File: src/rtl/cv32e40p_core_v_xif_pkg.sv
// -----------------------------------------------------------------------------
// cv32e40p_core_v_xif_pkg
// Shared types and defaults for the X-interface result writeback path.
//   x_result_entry_t : one buffered coprocessor result
//                      {id, data, rd, we, exc, exccode}
//   X_RESULT_*_DEFAULT : default FIFO depth / starvation limit / ID width
// The id field is sized to X_ID_MAX_W so that the struct is independent of
// the ID_W parameter of the blocks that use it. Users zero-extend on the way
// in and keep only their low ID_W bits on the way out (ID_W <= X_ID_MAX_W).
// -----------------------------------------------------------------------------
package cv32e40p_core_v_xif_pkg;

  localparam int unsigned X_RESULT_DEPTH_DEFAULT        = 4;
  localparam int unsigned X_RESULT_STARVE_LIMIT_DEFAULT = 8;
  localparam int unsigned X_ID_W_DEFAULT                = 4;
  localparam int unsigned X_ID_MAX_W                    = 16;

  typedef struct packed {
    logic [X_ID_MAX_W-1:0] id;
    logic [31:0]           data;
    logic [4:0]            rd;
    logic                  we;
    logic                  exc;
    logic [5:0]            exccode;
  } x_result_entry_t;

endpackage

File: src/rtl/cv32e40p_x_result_fifo.sv
// -----------------------------------------------------------------------------
// cv32e40p_x_result_fifo
// Synchronous in-order FIFO of x_result_entry_t with a combinational head.
//   clk_i, rst_i : clock, synchronous active-high reset (flushes the FIFO)
//   push_i       : write entry_i at the tail (ignored when full)
//   entry_i      : entry to store
//   pop_i        : drop the head entry (ignored when empty)
//   head_o       : current head entry, valid while empty_o=0
//   full_o       : occupancy == DEPTH (registered state only)
//   empty_o      : occupancy == 0     (registered state only)
// DEPTH must be a power of two (>= 2) so the pointers wrap naturally.
// -----------------------------------------------------------------------------
module cv32e40p_x_result_fifo
  import cv32e40p_core_v_xif_pkg::*;
#(
  parameter int unsigned DEPTH = X_RESULT_DEPTH_DEFAULT
) (
  input  logic            clk_i,
  input  logic            rst_i,
  input  logic            push_i,
  input  x_result_entry_t entry_i,
  input  logic            pop_i,
  output x_result_entry_t head_o,
  output logic            full_o,
  output logic            empty_o
);

  localparam int unsigned PTR_W = $clog2(DEPTH);
  localparam int unsigned CNT_W = $clog2(DEPTH) + 1;

  x_result_entry_t  mem_q [DEPTH];
  logic [PTR_W-1:0] head_q, head_d;
  logic [PTR_W-1:0] tail_q, tail_d;
  logic [CNT_W-1:0] count_q, count_d;
  logic             push_ok;
  logic             pop_ok;

  assign full_o  = (count_q == CNT_W'(DEPTH));
  assign empty_o = (count_q == '0);
  assign push_ok = push_i & ~full_o & ~rst_i;
  assign pop_ok  = pop_i & ~empty_o & ~rst_i;
  assign head_o  = mem_q[head_q];

  always_comb begin
    head_d  = head_q;
    tail_d  = tail_q;
    count_d = count_q;
    if (push_ok) tail_d = tail_q + PTR_W'(1);
    if (pop_ok)  head_d = head_q + PTR_W'(1);
    case ({push_ok, pop_ok})
      2'b10:   count_d = count_q + CNT_W'(1);
      2'b01:   count_d = count_q - CNT_W'(1);
      default: count_d = count_q;
    endcase
  end

  always_ff @(posedge clk_i) begin
    if (rst_i) begin
      head_q  <= '0;
      tail_q  <= '0;
      count_q <= '0;
    end else begin
      head_q  <= head_d;
      tail_q  <= tail_d;
      count_q <= count_d;
    end
  end

  // Storage has no reset: stale contents are never visible because the
  // occupancy counter is flushed.
  genvar gi;
  generate
    for (gi = 0; gi < DEPTH; gi++) begin : g_mem
      always_ff @(posedge clk_i) begin
        if (push_ok && (tail_q == PTR_W'(gi))) begin
          mem_q[gi] <= entry_i;
        end
      end
    end
  endgenerate

endmodule

File: src/rtl/cv32e40p_x_result_wb.sv
// -----------------------------------------------------------------------------
// cv32e40p_x_result_wb
// X-interface result channel writeback. Buffers coprocessor results in an
// in-order FIFO and retires them onto the register-file write port in cycles
// where the core's own WB stage is not writing.
//   clk_i, rst_i        : clock, synchronous active-high reset
//   x_result_*_i/_o     : result channel (valid/ready handshake + payload)
//   core_we_wb_i        : core WB owns the RF write port this cycle
//   rf_we_o/waddr/wdata : register-file write port
//   sb_clr_valid_o/rd_o : pulse telling the dispatcher to clear a scoreboard bit
//   exc_valid_o/code/id : pulse for a retired result carrying an exception
//   id_err_o            : sticky, a result arrived with an unexpected ID
//   wb_stall_o          : results have been starved of the write port
// Optional: define CV32E40P_X_RESULT_BYPASS_EN to retire a result in its
// arrival cycle when the FIFO is empty and the write port is free.
// -----------------------------------------------------------------------------
module cv32e40p_x_result_wb
  import cv32e40p_core_v_xif_pkg::*;
#(
  parameter int unsigned DEPTH        = X_RESULT_DEPTH_DEFAULT,
  parameter int unsigned STARVE_LIMIT = X_RESULT_STARVE_LIMIT_DEFAULT,
  parameter int unsigned ID_W         = X_ID_W_DEFAULT
) (
  input  logic            clk_i,
  input  logic            rst_i,
  input  logic            x_result_valid_i,
  output logic            x_result_ready_o,
  input  logic [ID_W-1:0] x_result_id_i,
  input  logic [31:0]     x_result_data_i,
  input  logic [4:0]      x_result_rd_i,
  input  logic            x_result_we_i,
  input  logic            x_result_exc_i,
  input  logic [5:0]      x_result_exccode_i,
  input  logic            core_we_wb_i,
  output logic            rf_we_o,
  output logic [4:0]      rf_waddr_o,
  output logic [31:0]     rf_wdata_o,
  output logic            sb_clr_valid_o,
  output logic [4:0]      sb_clr_rd_o,
  output logic            exc_valid_o,
  output logic [5:0]      exc_code_o,
  output logic [ID_W-1:0] exc_id_o,
  output logic            id_err_o,
  output logic            wb_stall_o
);

  localparam int unsigned SC_W = $clog2(STARVE_LIMIT + 1);

  x_result_entry_t in_entry;
  x_result_entry_t head;
  x_result_entry_t ret_entry;
  logic            full, empty;
  logic            accept, push, pop, bypass, retire;

  logic [ID_W-1:0] exp_id_q, exp_id_d;
  logic            id_err_q, id_err_d;
  logic [SC_W-1:0] starve_q, starve_d;
  logic            wb_stall_q, wb_stall_d;
  logic            unused_id_bits;

  always_comb begin
    in_entry         = '0;
    in_entry.id      = X_ID_MAX_W'(x_result_id_i);
    in_entry.data    = x_result_data_i;
    in_entry.rd      = x_result_rd_i;
    in_entry.we      = x_result_we_i;
    in_entry.exc     = x_result_exc_i;
    in_entry.exccode = x_result_exccode_i;
  end

  // Ready depends on registered occupancy only (plus reset), never on the
  // same-cycle pop, so a full FIFO refuses a push even while draining.
  assign x_result_ready_o = ~rst_i & ~full;
  assign accept           = x_result_valid_i & x_result_ready_o;

`ifdef CV32E40P_X_RESULT_BYPASS_EN
  assign bypass = ~rst_i & empty & ~core_we_wb_i & x_result_valid_i;
`else
  assign bypass = 1'b0;
`endif

  assign push      = accept & ~bypass;
  assign pop       = ~rst_i & ~empty & ~core_we_wb_i;
  assign retire    = pop | bypass;
  assign ret_entry = pop ? head : in_entry;

  // Only the low ID_W bits of the stored ID are meaningful.
  assign unused_id_bits = ^ret_entry.id;

  cv32e40p_x_result_fifo #(
    .DEPTH (DEPTH)
  ) u_fifo (
    .clk_i   (clk_i),
    .rst_i   (rst_i),
    .push_i  (push),
    .entry_i (in_entry),
    .pop_i   (pop),
    .head_o  (head),
    .full_o  (full),
    .empty_o (empty)
  );

  // Retirement decode; every payload output reads 0 unless its valid is set.
  always_comb begin
    rf_we_o        = 1'b0;
    rf_waddr_o     = '0;
    rf_wdata_o     = '0;
    sb_clr_valid_o = 1'b0;
    sb_clr_rd_o    = '0;
    exc_valid_o    = 1'b0;
    exc_code_o     = '0;
    exc_id_o       = '0;
    if (retire) begin
      if (ret_entry.exc) begin
        exc_valid_o    = 1'b1;
        exc_code_o     = ret_entry.exccode;
        exc_id_o       = ret_entry.id[ID_W-1:0];
        sb_clr_valid_o = ret_entry.we;
        sb_clr_rd_o    = ret_entry.we ? ret_entry.rd : 5'd0;
      end else if (ret_entry.we) begin
        sb_clr_valid_o = 1'b1;
        sb_clr_rd_o    = ret_entry.rd;
        rf_we_o        = (ret_entry.rd != 5'd0);
        rf_waddr_o     = ret_entry.rd;
        rf_wdata_o     = ret_entry.data;
      end
    end
  end

  // ID tracking: on every accepted result the expectation becomes id+1,
  // which both advances on a match and resyncs after a mismatch.
  always_comb begin
    exp_id_d = exp_id_q;
    id_err_d = id_err_q;
    if (accept) begin
      exp_id_d = x_result_id_i + ID_W'(1);
      if (x_result_id_i != exp_id_q) id_err_d = 1'b1;
    end
  end

  // Starvation: count consecutive cycles with a waiting result and a busy
  // write port. Any other cycle is either empty or a pop, both of which clear.
  always_comb begin
    starve_d   = '0;
    wb_stall_d = wb_stall_q;
    if (~empty && core_we_wb_i) begin
      starve_d = (starve_q == SC_W'(STARVE_LIMIT)) ? starve_q : starve_q + SC_W'(1);
    end
    if (pop) begin
      wb_stall_d = 1'b0;
    end else if (starve_q == SC_W'(STARVE_LIMIT)) begin
      wb_stall_d = 1'b1;
    end
  end

  always_ff @(posedge clk_i) begin
    if (rst_i) begin
      exp_id_q   <= '0;
      id_err_q   <= 1'b0;
      starve_q   <= '0;
      wb_stall_q <= 1'b0;
    end else begin
      exp_id_q   <= exp_id_d;
      id_err_q   <= id_err_d;
      starve_q   <= starve_d;
      wb_stall_q <= wb_stall_d;
    end
  end

  assign id_err_o   = id_err_q & ~rst_i;
  assign wb_stall_o = wb_stall_q & ~rst_i;

endmodule

File: config.mk
export PLATFORM = sky130hd
export DESIGN_NAME = cv32e40p_x_result_wb
export DESIGN_NICKNAME = d
export VERILOG_FILES = /design/src/rtl/cv32e40p_core_v_xif_pkg.sv /design/src/rtl/cv32e40p_x_result_fifo.sv /design/src/rtl/cv32e40p_x_result_wb.sv
export SDC_FILE = /design/constraint.sdc
export NUM_CORES = 1
export LEC_CHECK = 0
export CAP_MARGIN = 20
export CORE_ASPECT_RATIO = 0.8
export CORE_MARGIN = 3
export CORE_UTILIZATION = 55
export DETAILED_ROUTE_END_ITERATION = 16
export GPL_TIMING_DRIVEN = 0
export MAX_ROUTING_LAYER = met4
export PLACE_DENSITY = 0.86
export RECOVER_POWER = 25
export SYNTH_ARGS = -nofsm -noshare
export SYNTH_HDL_FRONTEND = slang
export SYNTH_HIERARCHICAL = 1
export SYNTH_SLANG_ARGS = --single-unit
File: constraint.sdc
create_clock -name clk_i -period 5.35 [get_ports clk_i]
set_clock_uncertainty 0.05 [all_clocks]
set_input_delay 1.07 -clock clk_i [delete_from_list [all_inputs] [get_ports clk_i]]
set_output_delay 1.07 -clock clk_i [all_outputs]
set_load 0.01 [all_outputs]
Word-level counts from Yosys, hierarchy flattened
Memory sizes are Yosys's and may differ from the RTL's. A register that Yosys moved wholly into a read port is not among the register bits.
Cells that the tools add are included.
- bitwise operators: 15
- $add $sub $neg: 6
- reduce and logical (&&, ||, !) cells: 15
- eq/ne operators: 8
- multiplexer cells: 40
- operator list (kind ; count):
    $mux W49 ; 4
    $reduce_or A49 Y1 ; 3
    $mux W32 ; 3
    $mux W5 ; 4
    $mux W1 ; 19
    $mux W6 ; 2
    $and A1 B1 Y1 ; 10
    $mux W2 ; 5
    $add A4 B1 Y4 const B ; 2
    $mux W4 ; 2
    $eq A2 B2 Y1 const B ; 3
    $pmux W3 S2 ; 1
    $logic_and A1 B1 Y1 ; 5
    $not A1 Y1 ; 5
    $reduce_bool A5 Y1 ; 1
    $add A2 B1 Y2 const B ; 2
    $eq A2 B1 Y1 const B ; 2
    $eq A4 B4 Y1 const B ; 1
    $ne A4 B4 Y1 ; 1
    $reduce_or A2 Y1 ; 2
    $add A3 B1 Y3 const B ; 1
    $eq A3 B3 Y1 const B ; 1
    $logic_not A3 Y1 ; 1
    $sub A3 B1 Y3 const B ; 1
    other kinds (3) ; 3
- RAM bits: 196
- register bits: 17
- input bits: 53
- output and inout bits: 58
- memories kept: 1
- word-level logic and storage cells: 92
- memories (name ; words ; width ; read ports ; clocked after memory_dff ; wr ports ; RTL line ; source):
    u_fifo.mem_q ; 4 ; 49 ; 1 ; 1 ; 1 ; cv32e40p_x_result_fifo.sv:31 ; x_result_entry_t mem_q [DEPTH];

Depth between registers and ports, before layout
- depth after elaboration: 13
- mapped depth: 12
- depth with buffers taken out: 12

By module
The synthesis kept the hierarchy.
- by module, submodules not included (module ; area an instance (µm²) ; times used ; cells each):
    cv32e40p_x_result_fifo ; 9351.5 ; 1 ; 373
    cv32e40p_x_result_wb ; 925.9 ; 1 ; 122

Least setup slack after synthesis
No wires, ideal clock.
- path kind: input -> register
- from: input rst_i
- to: memory u_fifo/mem_q[0][0] (netlist bit) (enable)
- stages: 6
- arrival time: 3422 ps
- path slack: 1453 ps
- cell sequence: buf_6 nor2_1 and2_1 inv_1 nor3_1 and2_1
- longest elaborated chain between the ends: 12
- RTL lines (element ; RTL line ; source):
    from (decl) ; cv32e40p_x_result_wb.sv:25 ; input logic rst_i,
    $not A1 Y1 * ; cv32e40p_x_result_wb.sv:73 ; assign x_result_ready_o = ~rst_i & ~full;
    $and A1 B1 Y1 * ; cv32e40p_x_result_wb.sv:73 ;
    via x_result_ready_o ; cv32e40p_x_result_wb.sv:27 ; output logic x_result_ready_o,
    $and A1 B1 Y1 * ; cv32e40p_x_result_wb.sv:74 ; assign accept = x_result_valid_i & x_result_ready_o;
    via accept ; cv32e40p_x_result_wb.sv:53 ; logic accept, push, pop, bypass, retire;
    $and A1 B1 Y1 * (2 in series) ; cv32e40p_x_result_fifo.sv:40 ; assign push_ok = push_i & ~full_o & ~rst_i;
    $logic_and A1 B1 Y1 ; cv32e40p_x_result_fifo.sv:75 ; if (push_ok && (tail_q == PTR_W'(gi))) begin
    $mux W1 ; cv32e40p_x_result_fifo.sv:75 ;
    $mux W1 (implied by the code) ; cv32e40p_x_result_fifo.sv:76 ; mem_q[gi] <= entry_i;
    $reduce_or A49 Y1 (no source line) ; - ;
    $mux W2 (no source line) or $mux W1 (tied branches) (3 in series) ; - ;
    to (decl) ; cv32e40p_x_result_fifo.sv:31 ;
The timed path passes the listed nets; every way through them passes the cells marked *.

Worst setup path in the final report
- from: input rst_i
- to: output rf_wdata_o[5]
- longest elaborated chain between the ends: 7
- RTL lines (element ; RTL line ; source):
    $not A1 Y1 * ; cv32e40p_x_result_wb.sv:83 ; assign pop = ~rst_i & ~empty & ~core_we_wb_i;
    $and A1 B1 Y1 * (2 in series) ; cv32e40p_x_result_wb.sv:83 ;
    $mux W49 ; cv32e40p_x_result_wb.sv:85 ; assign ret_entry = pop ? head : in_entry;
    $mux W32 ; cv32e40p_x_result_wb.sv:120 ; end else if (ret_entry.we) begin
    $mux W32 ; cv32e40p_x_result_wb.sv:114 ; if (ret_entry.exc) begin
    $mux W32 * ; cv32e40p_x_result_wb.sv:113 ; if (retire) begin
    to (decl) ; cv32e40p_x_result_wb.sv:37 ; output logic [31:0] rf_wdata_o,
Mark *: on every way between the ends. The rest lies on a longest branch, timed or not.

==> reports/metrics.cfg <==
[hold_path]
whs_path_depth=2
min_path_type=reg2reg

[worst_setup_path]
timing.reg2reg.worst_path_depth=11
critical_path_arrival_ns=3.25
crit_required_ns=4.23
worst-path-max-fanout=10
critical_path.startpoint_type=primary input
crit_type=in2out
setup.worst_path.end_class=output port

[timing]
setup_ws_ns=0.983
worst_slew_margin_rel=0.600
final-hold-violation-count=0
fin_worst_hold_slack_ns=0.446
drv_slew=0
period_minus_slack_ns=4.37
totalNegativeSetupSlack_ns=0
setup_repair_after_global_routing_missed_its_margin=false
tightest_slew_ns=0.599
min_period_over_period=0.816
report.final.setup_viol=0
achievable-frequency_ghz=0.229

[clocking]
holdBufCountCts=0
post_cts_resized=0
cts-root-to-sink-buffers=3
cts.clk_slew.worst_paths_ns=0.06
buffer_cell_driving_the_clock_tree_root=sky130_fd_sc_hd__clkbuf_16
htree_levels=1
cts_tree=yes
worstSkewPairLatency_ns=0.48
clock_sink_count=215
post_cts.repair.setup_buffers=0
number_of_buffers_added_by_the_clock_tree_synthesis_step=21

[synthesis]
synthesis.instances=432
syn_nets=494
yosys_warning_count=6
avgSynthCellArea_um2=19.8
synthesis.area_mm2=0.00853

[finish]
final_layout_size_suffix_gt1_frac=0.173
layout.cell_area.non_filler_mm2=0.0106
area_growth_syn_to_layout_pct=24.2
finalNetCount=631

[placement]
place_worst_setup_slack_ns=0.979
post_dp_cell_area_mm2=0.00998
gp_congestion=0.766
dpl.hpwl_um=10300
io_buffer_count=110

[floorplan]
rows=40
die-area_mm2=0.0171
design.portCount=111
fp.dieH_um=117
floorplan.die.width_um=145
fp.coreArea_mm2=0.0151
start_util=0.565

[route]
number_of_drc_markers_in_iteration_0=265
vias=4423
wirelength_um=16300
drt.antenna.violating_nets=0
routed_vias_inst=5.56
detailed_routing_iteration_count_for_the_pre_antenna_repair_pass=4
routed_wirelength_normalized_by_instance_count_um=20.5
drc=0

[global_routing]
grt_pass1_vias=4756
grt_antenna_before_repair=2
track_usage=0.200
grt_overflow_total=0
grt_pass1_wl_um=26100
grt_max_degree=34

[power_and_ir_drop]
powerDensity_mw_per_mm2=312
power_leakage_nw=3.47
vdd.ir_drop.worst_mv=0.237

[job]
cap_viol_max_count=0

[status]
status=finished clean

-- stage by stage --
stage	total power, mW	util	instances
floorplan	1.94	-	432
global placement	2.01	0.655	752
detailed placement	2.02	0.660	756
CTS	3.34	0.701	793
global route	3.41	0.701	795
finish	3.30	0.701	795
-- layout make-up --
type,instances,area (µm²)
antenna,2,5.00
buffer,23,209
clock buffer,28,572
clock inverter,9,37.5
fill,939,4520
inverter,9,33.8
multi-input combinational,185,2030
sequential,215,6270
tap,210,263
timing repair buffer,114,1180
-- power breakdown --
part           total (mW)  switching, mW  leakage, nW  internal (mW)
sequential           1.86        0.00735         1.93           1.85
combinational       0.120         0.0583         1.24         0.0621
clock                1.32          0.576        0.300          0.746
total                3.30          0.642         3.47           2.66
-- registers in the layout, summed over array words and instances, names as in the netlist, named ones only --
signal,cells
exp_id_q,4
id_err_q,1
starve_q,4
u_fifo/count_q,3
u_fifo/head_q,2
u_fifo/mem_q,196
u_fifo/tail_q,2
wb_stall_q,1
-- layer usage --
metal	part of all wire	up-vias	global-route usage
met5	0	-	-
met4	0.016	0	0.0374
met3	0.068	27	0.0467
met2	0.50	166	0.322
met1	0.42	2257	0.269
li1	-	1973	-
-- layout by cell type (no fill, tap or decap), types with 2 or more instances in the layout --
cell type,n
sky130_fd_sc_hd__buf_2,6
sky130_fd_sc_hd__nor3_1,4
sky130_fd_sc_hd__o21ai_0,2
sky130_fd_sc_hd__clkdlybuf4s50_1,80
sky130_fd_sc_hd__dfxtp_1,19
sky130_fd_sc_hd__nand2b_1,3
sky130_fd_sc_hd__dlygate4sd3_1,30
sky130_fd_sc_hd__clkbuf_1,11
sky130_fd_sc_hd__xnor2_1,7
sky130_fd_sc_hd__buf_6,4
sky130_fd_sc_hd__xor2_1,6
sky130_fd_sc_hd__ha_1,8
sky130_fd_sc_hd__edfxtp_1,196
sky130_fd_sc_hd__a211oi_1,3
sky130_fd_sc_hd__inv_1,9
sky130_fd_sc_hd__and2_2,4
sky130_fd_sc_hd__or3_1,2
sky130_fd_sc_hd__and2_1,40
sky130_fd_sc_hd__nand3_1,2
sky130_fd_sc_hd__and3_1,15
sky130_fd_sc_hd__a21oi_1,4
sky130_fd_sc_hd__clkinv_2,3
sky130_fd_sc_hd__nor2_1,17
sky130_fd_sc_hd__mux4_2,49
sky130_fd_sc_hd__clkbuf_16,21
sky130_fd_sc_hd__mux2i_1,2
sky130_fd_sc_hd__nor2b_1,3
sky130_fd_sc_hd__buf_12,9
sky130_fd_sc_hd__clkbuf_8,2
sky130_fd_sc_hd__clkinv_1,6
sky130_fd_sc_hd__nand2_1,3
sky130_fd_sc_hd__diode_2,2
sky130_fd_sc_hd__and3b_1,2
-- critical path, stage by stage --
cell                              delay, ns
sky130_fd_sc_hd__clkdlybuf4s50_1       0.47
sky130_fd_sc_hd__buf_6                 0.18
sky130_fd_sc_hd__nor3_4                0.23
sky130_fd_sc_hd__and3b_1               0.20
sky130_fd_sc_hd__buf_4                 0.22
sky130_fd_sc_hd__buf_6                 0.16
sky130_fd_sc_hd__and2_1                0.16
sky130_fd_sc_hd__clkdlybuf4s50_1       0.54
-- final timing paths --
kind	start	end	slack, ns
setup / recovery	rst_i	rf_wdata_o[5]	0.98
hold / removal	wb_stall_q$_SDFFE_PP0N_	wb_stall_q$_SDFFE_PP0N_	0.45
setup reg to reg	u_fifo/count_q[0]$_SDFFE_PP0P_	u_fifo/count_q[2]$_SDFFE_PP0P_	2.34
hold reg to reg	wb_stall_q$_SDFFE_PP0N_	wb_stall_q$_SDFFE_PP0N_	0.45
(Power assumes the default switching activity.)
